===== config.mk =====
export PLATFORM = sky130hd
export DESIGN_NAME = sram_arbiter
export DESIGN_NICKNAME = d
export VERILOG_FILES = /design/src/rtl/sram_arbiter.sv
export SDC_FILE = /design/constraint.sdc
export NUM_CORES = 1
export LEC_CHECK = 0
export CAP_MARGIN = 20
export CORE_MARGIN = 2
export CORE_UTILIZATION = 61
export CTS_CLUSTER_DIAMETER = 50
export DETAILED_ROUTE_END_ITERATION = 8
export DONT_BUFFER_PORTS = 1
export PLACE_DENSITY = 0.77
export SLEW_MARGIN = 25
export SYNTH_ARGS = -nofsm -noshare
export SYNTH_HDL_FRONTEND = slang
export SYNTH_SLANG_ARGS = --single-unit

===== constraint.sdc =====
create_clock -name Clk -period 1.95 [get_ports Clk]
set_input_delay 0.2925 -clock Clk [delete_from_list [all_inputs] [get_ports Clk]]
set_output_delay 0.2925 -clock Clk [all_outputs]
set_load 0.05 [all_outputs]

===== src/rtl/sram_arbiter.sv =====
// rtl/sram_arbiter.sv - two-port arbiter driving an asynchronous SRAM through a registered tristate buffer
// Optional SRAM_ARB_ROUND_ROBIN_EN: round-robin between simultaneous requests instead of port-0 priority.
module sram_arbiter #(
    parameter int N           = 16,
    parameter int A           = 20,
    parameter int WAIT_CYCLES = 1
) (
    input  logic         Clk,
    input  logic         Reset_n,
    input  logic         req0,
    input  logic         req1,
    input  logic         we0,
    input  logic         we1,
    input  logic [A-1:0] addr0,
    input  logic [A-1:0] addr1,
    input  logic [N-1:0] wdata0,
    input  logic [N-1:0] wdata1,
    output logic         gnt0,
    output logic         gnt1,
    output logic         rvalid0,
    output logic         rvalid1,
    output logic         wdone0,
    output logic         wdone1,
    output logic [N-1:0] rdata,
    output logic         busy,
    output logic [A-1:0] SRAM_ADDR,
    output logic         SRAM_CE_N,
    output logic         SRAM_OE_N,
    output logic         SRAM_WE_N,
    output logic         SRAM_UB_N,
    output logic         SRAM_LB_N,
    output logic         tristate_output_enable,
    output logic [N-1:0] Data_to_SRAM,
    input  logic [N-1:0] Data_from_SRAM
);

    typedef enum logic [2:0] {IDLE, SETUP, ACCESS, CAPTURE, DONE} state_t;

    localparam logic [3:0] WAIT_LOAD = 4'(WAIT_CYCLES);

    state_t         state;
    state_t         state_next;
    logic [3:0]     wait_cnt;
    logic           we_q;
    logic           port_q;
    logic [A-1:0]   addr_q;
    logic [N-1:0]   wdata_q;
    logic [N-1:0]   rdata_q;
    logic           sel1;
    logic           take;
    logic           sel_we;
    logic [A-1:0]   sel_addr;
    logic [N-1:0]   sel_wdata;

`ifdef SRAM_ARB_ROUND_ROBIN_EN
    // rr_ptr set means port 1 holds priority for the next simultaneous request
    logic rr_ptr;

    assign sel1 = req1 & (~req0 | rr_ptr);

    always_ff @(posedge Clk or negedge Reset_n) begin
        if (!Reset_n) begin
            rr_ptr <= 1'b0;
        end else if (take) begin
            rr_ptr <= ~sel1;
        end
    end
`else
    assign sel1 = req1 & ~req0;
`endif

    assign take      = (state == IDLE) & (req0 | req1);
    assign sel_we    = sel1 ? we1    : we0;
    assign sel_addr  = sel1 ? addr1  : addr0;
    assign sel_wdata = sel1 ? wdata1 : wdata0;

    // Write data is only captured for writes so the bus value holds across reads
    always_ff @(posedge Clk or negedge Reset_n) begin
        if (!Reset_n) begin
            state    <= IDLE;
            wait_cnt <= '0;
            we_q     <= 1'b0;
            port_q   <= 1'b0;
            addr_q   <= '0;
            wdata_q  <= '0;
            rdata_q  <= '0;
        end else begin
            state <= state_next;
            if (take) begin
                we_q   <= sel_we;
                port_q <= sel1;
                addr_q <= sel_addr;
                if (sel_we) begin
                    wdata_q <= sel_wdata;
                end
            end
            if (state == SETUP) begin
                wait_cnt <= WAIT_LOAD;
            end else if (state == ACCESS && wait_cnt != 4'd0) begin
                wait_cnt <= wait_cnt - 4'd1;
            end
            if (state == CAPTURE) begin
                rdata_q <= Data_from_SRAM;
            end
        end
    end

    always_comb begin
        state_next             = state;
        gnt0                   = 1'b0;
        gnt1                   = 1'b0;
        rvalid0                = 1'b0;
        rvalid1                = 1'b0;
        wdone0                 = 1'b0;
        wdone1                 = 1'b0;
        SRAM_CE_N              = 1'b1;
        SRAM_OE_N              = 1'b1;
        SRAM_WE_N              = 1'b1;
        SRAM_UB_N              = 1'b1;
        SRAM_LB_N              = 1'b1;
        tristate_output_enable = 1'b0;
        busy                   = (state != IDLE);
        case (state)
            IDLE: begin
                if (take) begin
                    gnt0       = ~sel1;
                    gnt1       = sel1;
                    state_next = SETUP;
                end
            end
            SETUP: begin
                SRAM_CE_N              = 1'b0;
                SRAM_UB_N              = 1'b0;
                SRAM_LB_N              = 1'b0;
                tristate_output_enable = we_q;
                state_next             = ACCESS;
            end
            ACCESS: begin
                SRAM_CE_N              = 1'b0;
                SRAM_UB_N              = 1'b0;
                SRAM_LB_N              = 1'b0;
                SRAM_WE_N              = ~we_q;
                SRAM_OE_N              = we_q;
                tristate_output_enable = we_q;
                if (wait_cnt <= 4'd1) begin
                    state_next = we_q ? DONE : CAPTURE;
                end
            end
            CAPTURE: begin
                SRAM_CE_N  = 1'b0;
                state_next = DONE;
            end
            DONE: begin
                rvalid0                = ~we_q & ~port_q;
                rvalid1                = ~we_q &  port_q;
                wdone0                 =  we_q & ~port_q;
                wdone1                 =  we_q &  port_q;
                tristate_output_enable = we_q;
                state_next             = IDLE;
            end
            default: state_next = IDLE;
        endcase
    end

    assign SRAM_ADDR    = addr_q;
    assign Data_to_SRAM = wdata_q;
    assign rdata        = rdata_q;

endmodule


==> impl_metrics.csv, run 1 <==
group,metric,value,unit
setup_path,r2r_slack,0.17,ns
synth,synthArstFlopShare,1.00,
route,dr_total_vias,2235,
final_layout,final_layout_size_suffix_gt1_frac,0.286,
route,drt-pass1-iter-count,4,
synth,avgSynthCellArea,11.1,µm²
floorplan,initial_core_util,0.637,
synth,seq_area_frac_synth,0.504,
route,routed_wl,7.18,mm
synth,yosys-top-cells-area,"dfrtp_1, mux2_2, o22ai_1, mux2_1, nand2b_1",
global_route,grt_max_degree,62,
floorplan,die_w,74.4,µm
synth,syn_inst,272,
floorplan,num_rows,25,
clocking,insertion_delay,0.34,ns
timing,slew_violations,0,
clocking,clk_pin_slew,0.07,ns
global_route,grt_usage,0.251,
setup_path,crit_arrival,1.63,ns
timing,clock_skew,0.0100,ns
setup_path,critPathLaunchType,"flop",
timing,finalSetupViolations,0,
route,viasPerCell,6.26,
clocking,h-tree-depth,3,
route,drtIter0Drc,212,
timing,grt_setup_unrepaired,"true",
placement,dpl.hpwl,4.79,mm
placement,io_buffers,0,
synth,synth-edff-count,0,
final_layout,regArea,1530,µm²
min_path,min_path_type,"input port to flop",
synth,synthTopCellsByCount,"dfrtp_1, o22ai_1, mux2_2, a21oi_1, nand2b_1",
synth,yosysTopAreaCell,"dfrtp_1",
route,wl_per_cell,20.1,µm
global_route,grt-ovfl-total,0,
timing,whs,0.0873,ns
placement,place.gp.congestion,0.860,
clocking,cts_tree,"done",
timing,min_period_over_period,0.986,
final_layout,fill_cells,331,
run,cap_violations,0,
timing,clock.fmax,0.520,GHz
synth,yosysWarningCount,0,
floorplan,die_h,74.4,µm
synth,synth_most_common_cell,"dfrtp_1",
timing,hold_viol,0,
clocking,cts.sinks,61,
final_layout,diodes,0,
timing,worstMarginPinSlew,0.688,ns
clocking,cts_buffers,9,
timing,fin_crit,1.92,ns
global_route,grt_pass1_vias,2154,
floorplan,ioPinCount,159,
setup_path,cp_max_fo,4,
clocking,clock-root-buffer,"clkbuf_8",
setup_path,end_kind,"output port",
synth,synthesis.area,3030,µm²
route,ant_nets,0,
setup_path,reg2reg_depth,5,
global_route,grt_pass1_wl,10.3,mm
setup_path,cp.required,1.66,ns
clocking,clockBufferDepth,2,
route,post-route-drc-count,0,
timing,maxSlewHeadroom,0.541,
synth,synth_cell_types,39,
global_route,antenna_found_initial,0,
final_layout,finish.net_count,382,
synth,synth-seq-cells,61,
run_status,status,"completed",
min_path,worstHoldPathCells,1,
synth,syn-num-nets,369,
floorplan,core_region_area,4750,µm²
floorplan,die_area,5540,µm²
final_layout,area_delta_synth_final,16.5,%
synth,synth_top_area_frac,0.504,
setup_path,timing_worst_setup_path_type,"flop to output port",
synth,synth_top_flop_cell,"dfrtp_1",
final_layout,multi_input_area,1430,µm²
metal layers:
metal  up-vias  GRT usage  wire (µm)
met3        12     0.0949        676
met4         0     0.0833         99
met5         -          0          0
met1      1097      0.307       2790
li1       1022          -          -
met2       104      0.413       3620
layout make-up:
class | instances | area share
well taps | 67 | 0.0238
repair buffers | 23 | 0.0667
multi-input cells | 184 | 0.404
clock inverters | 6 | 0.0245
flip-flops and latches | 61 | 0.434
inverters | 6 | 0.00781
clock buffers | 10 | 0.0390
cell families after synthesis:
logic type	share of synthesized area
compound gates	0.146
flops	0.504
simple gates	0.114
mux	0.182
buf+inv	0.0389
fa+ha+maj	0.0124
xor+xnor	0.00289
repair_timing:
action | 4_1_cts | 5_1_grt
buffers inserted | 0 | 3
resized for setup | 6 | 10
hold buffers | 2 | 0
pin swaps | 0 | 2
hold endpoints to repair | 61 | 0
endpoints found under the setup margin | 7 | 8
through the flow:
stage	utilization	setup TNS (ns)	setup WS [ns]	instances	cell area (µm²)
2_1_floorplan	-	0	0.000843	272	3030
3_3_place_gp	0.668	0	0.230	336	3180
3_5_place_dp	0.668	0	0.167	336	3180
4_1_cts	0.728	-0.000717	-0.000717	354	3460
5_1_grt	0.742	-0.0948	-0.0507	357	3530
6_report	0.742	0	0.0276	357	3530
cells in the final DEF, fill, tap and decap left out, types with 2 or more instances in the layout:
master      n
mux2_1     19
nand2b_1   20
a21oi_1    24
nor2b_1     4
buf_12      2
clkbuf_8   10
inv_1       4
o21ai_0     4
nor2_1      4
o22ai_1    40
mux2_2     29
nand2_1     6
nor3b_1     3
nor3b_4     2
or3_1       3
buf_4      15
a21o_1      2
clkinv_2    2
dfrtp_1    58
dfrtp_2     3
buf_6       4
bufinv_16   2
ha_1        3
worst max-delay path, cell delays in order (launching register included):
cell	delay [ns]
dfrtp_2	0.45
buf_4	0.15
or4b_4	0.56
inv_6	0.14
worst paths after layout:
| kind | from | to |
|---|---|---|
| max | state[0] | gnt0 |
| min | Data_from_SRAM[14] | rdata[14] |
| max reg2reg | state[0] | SRAM_ADDR[2] |
| min reg2reg | wait_cnt[2] | wait_cnt[2] |
| max in group asynchronous | Reset_n | state[1] |
| min in group asynchronous | Reset_n | wait_cnt[3] |
sequential cells by signal (all words and copies together), names as in the netlist:
| register | count |
|---|---|
| Data_to_SRAM | 16 |
| SRAM_ADDR | 20 |
| port_q | 1 |
| rdata | 16 |
| state | 3 |
| wait_cnt | 4 |
| we_q | 1 |
Power of run 1 is not shown: default switching activity piles up to over one toggle a cycle in this logic, so the estimate is an artifact.
==> run 2, diff against run 1 <==
Settings changed: PLACE_DENSITY 0.77 to 0.89.
==> run 2 against run 1 <==
  * Hold slack worse by 0.0043 ns
  * Highest routed layer unchanged
  * Design area fell by 2.2%
  * Cell count shrank 0.28%
  * Clock skew shrank 0.00070 ns
==> impl_metrics.csv, run 2 (synthesis results as in run 1) <==
group,metric,value,unit
global_route,grt_max_degree,62,
run_status,status,"completed",
setup_path,slowest_stage,"or4b_4",
timing,min_period_over_period,0.978,
setup_path,timing_worst_setup_path_type,"flop to output port",
timing,slew_violations,0,
final_layout,area_delta_synth_final,14.0,%
setup_path,cp_max_fo,12,
setup_path,critPathLaunchType,"flop",
floorplan,die_area,5540,µm²
clocking,h-tree-depth,3,
clocking,insertion_delay,0.33,ns
floorplan,die_h,74.4,µm
timing,worstMarginPinSlew,0.655,ns
global_route,antenna_found_initial,0,
timing,fin_crit,1.91,ns
route,routed_wl,7.30,mm
final_layout,finish.utilization,0.726,
timing,clock.fmax,0.524,GHz
min_path,min_path_type,"input port to flop",
setup_path,cp.required,1.66,ns
timing,clock_skew,0.00933,ns
clocking,clk_pin_slew,0.07,ns
placement,dpl_cell_area,3190,µm²
floorplan,num_rows,25,
floorplan,die_w,74.4,µm
route,ant_nets,0,
setup_path,end_kind,"output port",
global_route,grt_pass1_vias,2206,
setup_path,critPathMaxStageDelay,0.56,ns
final_layout,finish.net_count,381,
clocking,cts_buffers,9,
route,drt-pass1-iter-count,4,
global_route,grt_usage,0.254,
setup_path,worstPathCellList,"or4b_4 -> inv_2 -> buf_12",
final_layout,final_cell_mix,"dfrtp_1, o22ai_1, mux2_2",
timing,hold_viol,0,
final_layout,final_cell_area,3450,µm²
setup_path,crit_arrival,1.61,ns
floorplan,ioPinCount,159,
run,cap_violations,0,
clocking,clockBufferDepth,2,
timing,grt_setup_unrepaired,"true",
route,wl_per_cell,20.5,µm
floorplan,core_region_area,4750,µm²
placement,io_buffers,0,
route,viasPerCell,6.27,
global_route,grt-ovfl-total,0,
placement,dpl.hpwl,5.24,mm
placement,place.gp.congestion,0.776,
route,drtIter0Drc,125,
timing,maxSlewHeadroom,0.563,
clocking,clock-root-buffer,"clkbuf_8",
final_layout,final_layout_size_suffix_gt1_frac,0.273,
timing,finalSetupTns,0,ns
timing,finalSetupViolations,0,
final_layout,diodes,0,
clocking,cts_tree,"done",
final_layout,final_common_cell,"dfrtp_1",
final_layout,largest_reg_flops,20,
global_route,grt_pass1_wl,10.3,mm
clocking,cts.sinks,61,
route,post-route-drc-count,0,
route,dr_total_vias,2232,
floorplan,initial_core_util,0.637,
[run 2: cell types whose count changed in the layout (fill, tap and decap cells not counted), sizes merged]
cell / change
buf: -2
bufinv: -2
clkbuf: +2
dlymetal6s2s: +1
[run 2: critical path: cells and delay by family (launching register included)]
family                 cells  cell delay, ns
and+or+nand+nor            1            0.56
DFF                        1            0.49
buffers and inverters      2            0.23
[run 2: timing repair]
item	in CTS	in global routing
resized for setup	7	3
buffers inserted	0	1
endpoints found under the setup margin	5	7
hold buffers	2	0
hold endpoints to repair	61	0
[run 2: final timing paths]
path	startpoint	end	slack [ns]	cells past startpoint
setup reg to reg	state[0]	wait_cnt[3]	0.28	3
hold / removal	Data_from_SRAM[13]	rdata[13]	0.08	1
hold reg to reg	wait_cnt[2]	wait_cnt[2]	0.53	1
min in group asynchronous	Reset_n	rdata[15]	0.51	2
setup / recovery	state[0]	gnt0	0.04	3
max in group asynchronous	Reset_n	state[0]	1.17	2
[run 2: through the flow]
| step | hold slack, ns | instances | setup slack, ns |
|---|---|---|---|
| 6_report | 0.0831 | 356 | 0.0430 |
| 5_1_grt | 0.0677 | 356 | -0.00719 |
| 4_1_cts | 0.0728 | 355 | -0.00322 |
| 3_5_place_dp | -0.00174 | 337 | 0.203 |
| 3_3_place_gp | -0.00184 | 337 | 0.246 |
| 2_1_floorplan | -0.00309 | 272 | 0.000843 |
[run 2: cell type report]
cell class,count,area [µm²]
inverters,6,22.5
repair buffers,22,225
flip-flops and latches,61,1530
clock inverters,4,22.5
clock buffers,12,155
well taps,67,83.8
multi-input cells,184,1410
fillers,316,1310
[run 2: metal layers]
| layer | track usage | part of all wire | vias to the layer above |
|---|---|---|---|
| met5 | 0 | 0 | - |
| met4 | 0.103 | 0.0095 | 0 |
| met3 | 0.0989 | 0.094 | 6 |
| met2 | 0.446 | 0.53 | 118 |
| met1 | 0.273 | 0.37 | 1087 |
| li1 | - | - | 1021 |
Power of run 2 is left out for the same reason.
==> run 3, diff against run 2 <==
Settings changed: CORE_UTILIZATION 61 to 30, PLACE_DENSITY 0.89 to 0.56.
==> run 3 against run 2 <==
  * Die area is 97% higher
  * Design area is 3.4% higher
  * Core utilization is 36 points lower
  * Critical path depth is 1 lower
  * Non-clock buffer count stayed put
  * First-iteration DRC count is 4.8% higher
  * Flip-flop and latch count stayed put
==> impl_metrics.csv, run 3 (synthesis results as in run 1) <==
group,metric,value,unit
run_status,status,"completed",
route,drt-pass1-iter-count,4,
floorplan,initial_core_util,0.310,
route,post-route-drc-count,0,
clocking,cts.sinks,61,
setup_path,r2r_slack,0.28,ns
timing,clock_skew,0.00664,ns
timing,min_period_over_period,0.964,
floorplan,ioPinCount,159,
setup_path,r2r_start,"state[1]",
final_layout,area_delta_synth_final,17.9,%
floorplan,core_region_area,9770,µm²
clocking,h-tree-depth,3,
timing,worstMarginPinSlew,0.632,ns
global_route,antenna_found_initial,0,
clocking,clock-root-buffer,"clkbuf_8",
timing,maxSlewHeadroom,0.578,
timing,fin_crit,1.88,ns
route,routed_wl,7.39,mm
clocking,cts_tree,"done",
floorplan,die_area,10900,µm²
timing,finalSetupViolations,0,
global_route,grt_usage,0.136,
setup_path,cp.required,1.66,ns
setup_path,rr_endpoint,"Data_to_SRAM[9]",
min_path,worstHoldPathCells,1,
min_path,hp-start,"Data_from_SRAM[12]",
final_layout,largest_reg_flops,20,
global_route,grt_pass1_wl,11.5,mm
route,viasPerCell,5.18,
placement,place.gp.congestion,0.743,
clocking,cts_buffers,9,
min_path,min_path_type,"input port to flop",
clocking,clk_pin_slew,0.07,ns
route,dr_total_vias,2188,
final_layout,final_cell_mix,"dfrtp_1, o22ai_1, mux2_2",
timing,grt_setup_unrepaired,"true",
final_layout,finish.utilization,0.365,
global_route,grt-ovfl-total,0,
setup_path,reg2reg_depth,5,
final_layout,final_common_cell,"dfrtp_1",
floorplan,die_w,104,µm
placement,io_buffers,0,
min_path,min_delay_worst_endpoint,"rdata[12]",
floorplan,die_h,104,µm
final_layout,finish.net_count,381,
setup_path,critPathLaunchType,"flop",
route,wl_per_cell,17.5,µm
setup_path,crit_arrival,1.59,ns
timing,clock.fmax,0.532,GHz
timing,hold_viol,0,
route,ant_nets,0,
route,drtIter0Drc,131,
setup_path,end_kind,"output port",
clocking,clockBufferDepth,2,
floorplan,num_rows,36,
global_route,grt_max_degree,62,
placement,dpl.hpwl,5.15,mm
final_layout,final_layout_size_suffix_gt1_frac,0.280,
global_route,grt_pass1_vias,2216,
setup_path,cp_max_fo,10,
clocking,insertion_delay,0.34,ns
setup_path,timing_worst_setup_path_type,"flop to output port",
run,cap_violations,0,
timing,slew_violations,0,
final_layout,diodes,0,
==> run 3: repair_timing <==
action / in CTS / in global routing
hold buffers: 2 / 0
buffers inserted: 0 / 2
gates cloned: 0 / 0
resized for setup: 5 / 6
hold endpoints to repair: 61 / 0
pin swaps: 0 / 0
endpoints found under the setup margin: 5 / 5
==> run 3: layer usage <==
| metal | global-route usage | wire (µm) | up-vias |
|---|---|---|---|
| met5 | 0 | 0 | - |
| met4 | 0.0618 | 156 | 0 |
| met3 | 0.0539 | 737 | 13 |
| met2 | 0.218 | 3490 | 118 |
| met1 | 0.159 | 3010 | 1041 |
| li1 | - | - | 1016 |
==> run 3: worst max path at each step <==
stage / from / end / slack [ns] / cells past startpoint
after global placement: state[1] / SRAM_ADDR[9] / 0.26 / 4
after floorplan: state[0] / rvalid1 / 0.0008 / 4
final: state[1] / gnt0 / 0.07 / 2
after detailed placement: state[1] / Data_to_SRAM[10] / 0.23 / 5
after global routing: state[1] / rvalid0 / -0.02 / 4
after CTS: state[0] / tristate_output_enable / 0.01 / 5
==> run 3: cell type report <==
class                   count  area (µm²)
inverters                   6        25.0
multi-input cells         184        1420
clock buffers              10         128
fillers                   989        6210
well taps                 133         166
repair buffers             22         233
clock inverters             6        63.8
flip-flops and latches     61        1530
==> run 3: critical path, stage by stage, from the launching register on <==
cell     delay (ns)
dfrtp_2        0.48
or4b_4         0.59
inv_4          0.18
==> run 3: per-stage QoR <==
step	std cells	hold WS [ns]	setup TNS, ns	area [µm²]	worst slack (ns)
global placement	402	-0.00161	0	3290	0.263
floorplan	272	-0.00309	0	3030	0.000843
global route	422	0.0552	-0.0386	3570	-0.0177
CTS	420	0.0588	0	3530	0.0105
detailed placement	402	-0.00179	0	3290	0.225
finish	422	0.0799	0	3570	0.0697
Power of run 3 is left out for the same reason.
